File: src/rtl/cpu_stage_pipe_buffer.sv
// ============================================================================
// Module   : cpu_stage_pipe_buffer
// Brief    : Generic FIFO buffer between CPU pipeline stages with a
//            valid/allowin handshake on each side.
//            Optional same-cycle bypass when empty: CPU_STAGE_BUFFER_BYPASS_EN
// Revision : 1.0 - initial release
// ============================================================================
`default_nettype none

module cpu_stage_pipe_buffer #(
    parameter int DATA_WIDTH = 32,
    parameter int DEPTH      = 2
) (
    input  logic                         clock,
    input  logic                         reset,
    input  logic                         flush,
    input  logic                         in_valid,
    output logic                         in_allowin,
    input  logic [DATA_WIDTH-1:0]        in_data,
    output logic                         out_valid,
    input  logic                         out_allowin,
    output logic [DATA_WIDTH-1:0]        out_data,
    output logic [$clog2(DEPTH+1)-1:0]   occupancy
);

    localparam int PTR_W = (DEPTH > 1) ? $clog2(DEPTH) : 1;
    localparam int OCC_W = $clog2(DEPTH + 1);

    localparam logic [OCC_W-1:0] C_FULL     = OCC_W'(DEPTH);
    localparam logic [OCC_W-1:0] C_OCC_ONE  = OCC_W'(1);
    localparam logic [PTR_W-1:0] C_PTR_LAST = PTR_W'(DEPTH - 1);
    localparam logic [PTR_W-1:0] C_PTR_ONE  = PTR_W'(1);

    generate
        if (DEPTH < 1 || DEPTH > 16) begin : g_depth_illegal
            $error("cpu_stage_pipe_buffer: DEPTH must be within 1..16");
        end
    endgenerate

    logic [DATA_WIDTH-1:0] r_storage [DEPTH];
    logic [PTR_W-1:0]      r_rd_ptr;
    logic [PTR_W-1:0]      r_wr_ptr;
    logic [OCC_W-1:0]      r_count;

    logic w_full;
    logic w_empty;
    logic w_push;
    logic w_pop;
    logic w_wr_en;
    logic w_bypass_open;
    logic w_bypass_take;

    // Explicit wrap so non-power-of-two depths index correctly.
    function automatic logic [PTR_W-1:0] next_ptr(input logic [PTR_W-1:0] p);
        return (p == C_PTR_LAST) ? '0 : p + C_PTR_ONE;
    endfunction

    assign w_full  = (r_count == C_FULL);
    assign w_empty = (r_count == '0);

`ifdef CPU_STAGE_BUFFER_BYPASS_EN
    // Empty buffer forwards the upstream beat; it is only stored if refused.
    assign w_bypass_open = w_empty & ~flush & ~reset;
    assign w_bypass_take = w_bypass_open & in_valid & out_allowin;
`else
    assign w_bypass_open = 1'b0;
    assign w_bypass_take = 1'b0;
`endif

    assign in_allowin = ~w_full;
    assign w_push     = in_valid & ~w_full & ~w_bypass_take;
    assign w_pop      = ~w_empty & out_allowin;
    assign w_wr_en    = w_push & ~flush & ~reset;

    assign out_valid  = ~w_empty | (w_bypass_open & in_valid);
    assign occupancy  = r_count;

    always_comb begin
        out_data = '0;
        if (!w_empty) begin
            out_data = r_storage[r_rd_ptr];
        end else if (w_bypass_open && in_valid) begin
            out_data = in_data;
        end
    end

    always_ff @(posedge clock) begin
        if (reset || flush) begin
            r_count  <= '0;
            r_rd_ptr <= '0;
            r_wr_ptr <= '0;
        end else begin
            if (w_push) begin
                r_wr_ptr <= next_ptr(r_wr_ptr);
            end
            if (w_pop) begin
                r_rd_ptr <= next_ptr(r_rd_ptr);
            end
            case ({w_push, w_pop})
                2'b10:   r_count <= r_count + C_OCC_ONE;
                2'b01:   r_count <= r_count - C_OCC_ONE;
                default: r_count <= r_count;
            endcase
        end
    end

    // Payload array is deliberately left uncleared by reset and flush.
    always_ff @(posedge clock) begin
        if (w_wr_en) begin
            r_storage[r_wr_ptr] <= in_data;
        end
    end

    always_ff @(posedge clock) begin
        if (!reset) begin
            assert (r_count <= C_FULL)
                else $error("cpu_stage_pipe_buffer: occupancy exceeds DEPTH");
        end
    end

endmodule

`default_nettype wire

File: config.mk
export PLATFORM = sky130hd
export DESIGN_NAME = cpu_stage_pipe_buffer
export DESIGN_NICKNAME = d
export VERILOG_FILES = /design/src/rtl/cpu_stage_pipe_buffer.sv
export SDC_FILE = /design/constraint.sdc
export NUM_CORES = 1
export LEC_CHECK = 0
export CAP_MARGIN = 10
export CORE_MARGIN = 4
export CORE_UTILIZATION = 47
export DETAILED_ROUTE_END_ITERATION = 10
export GPL_TIMING_DRIVEN = 0
export PLACE_DENSITY = 0.79
export SYNTH_ARGS = -nofsm -noshare
export SYNTH_HDL_FRONTEND = slang
export SYNTH_SLANG_ARGS = --single-unit
export TNS_END_PERCENT = 5
File: constraint.sdc
create_clock -name clock -period 6.25 [get_ports clock]
set_clock_uncertainty 0.1 [all_clocks]
set_input_delay 1.875 -clock clock [delete_from_list [all_inputs] [get_ports clock]]
set_output_delay 1.875 -clock clock [all_outputs]
set_load 0.1 [all_outputs]
==> results of run 1 <==
[metal layers]
metal,global-route usage [%],vias up,wire length [µm]
li1,-,767,-
met1,15.5,745,1870
met2,24.5,53,2480
met3,7.44,7,343
met4,4.90,0,47
met5,0,-,0
[path summary, 6_finish.rpt]
path           startpoint          endpoint  slack [ps]  cells past startpoint
min              r_rd_ptr          r_rd_ptr         420                      2
max reg2reg  occupancy[0]  r_storage[1][15]        4080                      4
min reg2reg      r_rd_ptr          r_rd_ptr         420                      2
max          occupancy[0]      out_data[11]        1840                      4
[flip-flops by register name, summed over array words and instances, names as in the netlist, named ones only]
name and count:
r_storage 64, occupancy 2, r_rd_ptr 1, r_wr_ptr 1
[cell usage in the layout (no fill, tap or decap), drive strengths merged, types with 2 or more instances in the layout]
cell,synthesis,final
clkdlybuf4s50,0,72
edfxtp,64,64
nor2,36,36
mux2i,32,32
clkbuf,1,11
buf,7,11
dfxtp,5,5
inv,3,3
clkinv,0,3
bufinv,0,3
o21ai,2,2
nor3,2,2
xor2,2,2
a21oi,2,2
[synth_stat cells, drive strengths merged, types with 2 or more instances]
| master | n |
|---|---|
| o21ai | 2 |
| xor2 | 2 |
| inv | 3 |
| nor2 | 36 |
| buf | 7 |
| nor3 | 2 |
| edfxtp | 64 |
| mux2i | 32 |
| dfxtp | 5 |
| a21oi | 2 |
[per-stage QoR]
| stage | instances | power (mW) |
|---|---|---|
| after detailed placement | 312 | 0.708 |
| after global placement | 308 | 0.705 |
| final | 328 | 1.11 |
| after global routing | 328 | 1.15 |
| after floorplan | 164 | 0.649 |
| after CTS | 328 | 1.12 |
[logic make-up after synthesis]
family	after synthesis
AO/OA/AOI/OAI	5
multiplexers	32
flip-flops	69
AND/OR/NAND/NOR	43
adder cells (fa/ha/maj)	1
XOR/XNOR	3
buffers and inverters	11
[report_power, final]
part,leakage (nW),switching [mW],internal [mW]
logic,0.497,0.126,0.0530
clock network,0.113,0.152,0.261
registers,0.622,0.00297,0.514
total,1.23,0.281,0.829
[worst min-delay path: cells and delay by family (launching register included)]
family / cells / cell delay [ps]
flops: 1 / 330
xor+xnor: 1 / 80
simple gates: 1 / 80
[area by class of cell]
type,instances,area (µm²),area share [%]
repair buffers,76,758,20.3
inverters,3,11.3,0.302
multi-input cells,84,569,15.3
well taps,72,90.1,2.42
clock buffers,10,128,3.43
clock inverters,6,101,2.72
plain buffers,8,46.3,1.24
flip-flops and latches,69,2020,54.3
==> flow_summary.toml, run 1 <==
[worst_setup_path]
cpLargestDelayFamily = "buffers and inverters"
cpMostUsedCell = "nor2_1"
endpoint_kind = "primary output"
worst_setup_path_start_kind = "register"
cp_slowest_cell = "clkdlybuf4s50_1"
crit_fanout = 10
cp_data_arrival_time_ps = 2440
cp_num_buf_inv = 2
worstPathRequired_ps = 4280
crit_path_max_incr_delay_ps = 1150
path_cells = "nor2_1 -> buf_2 -> nor2_1 -> clkdlybuf4s50_1"
critPathKind = "register to primary output"

[cells_and_area]
syn_to_final_growth_pct = 41.2
antennaDiodeCount = 0
drive_above_1_share_pct = 10.2
nets = 289
fin_area_um2 = 3730
utilization_pct = 68.1
n_fill_cell = 384

[synthesis]
syn_area_um2 = 2640
mappedNetlistNets = 202
synth_edf_count = 64
avgSynthCellArea_um2 = 16.1
synth.area.top_cells = "edfxtp_1, mux2i_1, nor2_1"
synth_xor_area_share_pct = 0.996
synthSimpleGateAreaFrac_pct = 6.54
synth_adder_area_share_pct = 0.474
synth_ff_type = "edfxtp_1"
yosysTopAreaCell = "edfxtp_1"
synthMuxAreaShare_pct = 12.1
yosysSeqAreaShare_pct = 76.6
synthCells = 164
yosysWarningCount = 0
synth-compound-area-share_pct = 1.04
synth_cell_type_count = 20
async_flop_share_pct = 0
yosys_register_bits = 69
yosysTopAreaCellShare_pct = 72.8
synth_top_family_by_area = "multiplexers"

[sta]
max_clock_freq_mhz = 227
hold-worst-slack_ps = 419
report.final.slew_viol_count = 0
rsz0062_at_grt = "false"
period_minus_slack_ps = 4410
setup_viol = 0
tns_ps = 0
tightest_slew_ps = 989
maxSlewHeadroom_pct = 33.8
finalCritPeriodShare_pct = 70.6
fin_ws_ps = 1840
hold_violations = 0

[die]
pin_count = 73
dieHeight_um = 82.9
initial_core_util_pct = 48.2
num_rows = 27
dieWidth_um = 82.9
coreArea_um2 = 5470
die_area_um2 = 6880

[clock_tree]
cts_buffer_depth = 2
htree_levels = 3
cts-hold-fix-buffers = 0
cts_root_buf = "clkbuf_8"
post_cts_buffers = 0
cts_tree = "built"
cts_made_buffers = 9
path_clk_slew_ps = 70
clkSinkCount = 69
cts_resized = 0
clkLatencyLatePin_ps = 330

[global_route]
track_usage_pct = 14.5
overflow = 0
grt_pass1_vias = 1595
antenna_found_initial = 0
grt_max_degree = 13
grt_pass1_wl_mm = 7.47

[power_and_ir_drop]
p_per_area_nw_per_um2 = 298
leakagePower_nw = 1.23
ir_worst_vdd_mv = 0.172

[drt]
drt-initial-drc-count = 62
firstDrtPassIters = 4
num_vias = 1572
via_per_inst = 4.79
route.detailed.drc = 0
wirelength_mm = 4.74
ant_nets = 0
wl_per_cell_um = 14.5

[min_path]
worstHoldPathType = "register to register"

[placement]
placed_cell_area_um2 = 3500
dp_hpwl_mm = 3.31
gp_congestion = 0.736
io_buffers = 72
place_ws_ps = 1960

[run]
cap_violations = 0

[status]
status = "complete, no violations"
Note: power is estimated with default switching activity, not from simulation.
==> run 2, diff against run 1 <==
==> constraint.sdc (replaced) <==
create_clock -name clock -period 4.5 [get_ports clock]
set_clock_uncertainty 0.1 [all_clocks]
set_input_delay 1.35 -clock clock [delete_from_list [all_inputs] [get_ports clock]]
set_output_delay 1.35 -clock clock [all_outputs]
set_load 0.1 [all_outputs]
==> results of run 2 <==
The final DEF is identical to that of run 1. Status: complete, no violations.
Among the figures that moved: setup slack after placement 1960 ps -> 732 ps; setup slack after layout 1840 ps -> 612 ps; register-to-register setup slack 4080 ps -> 2330 ps; total power 1.11 mW -> 1.54 mW; worst IR drop on VDD 0.172 mV -> 0.238 mV
==> run 3, diff against run 2 <==
--- a/config.mk
+++ b/config.mk
@@ -8,6 +8,7 @@
 export CAP_MARGIN = 10
 export CORE_MARGIN = 4
 export CORE_UTILIZATION = 47
+export CTS_CLUSTER_DIAMETER = 50
 export DETAILED_ROUTE_END_ITERATION = 10
 export GPL_TIMING_DRIVEN = 0
 export PLACE_DENSITY = 0.79
==> results of run 3 <==
The final DEF is identical to that of run 1. Status: complete, no violations.
Among the figures that moved: setup slack after placement 1960 ps -> 732 ps; setup slack after layout 1840 ps -> 612 ps; register-to-register setup slack 4080 ps -> 2330 ps; total power 1.11 mW -> 1.54 mW; worst IR drop on VDD 0.172 mV -> 0.238 mV
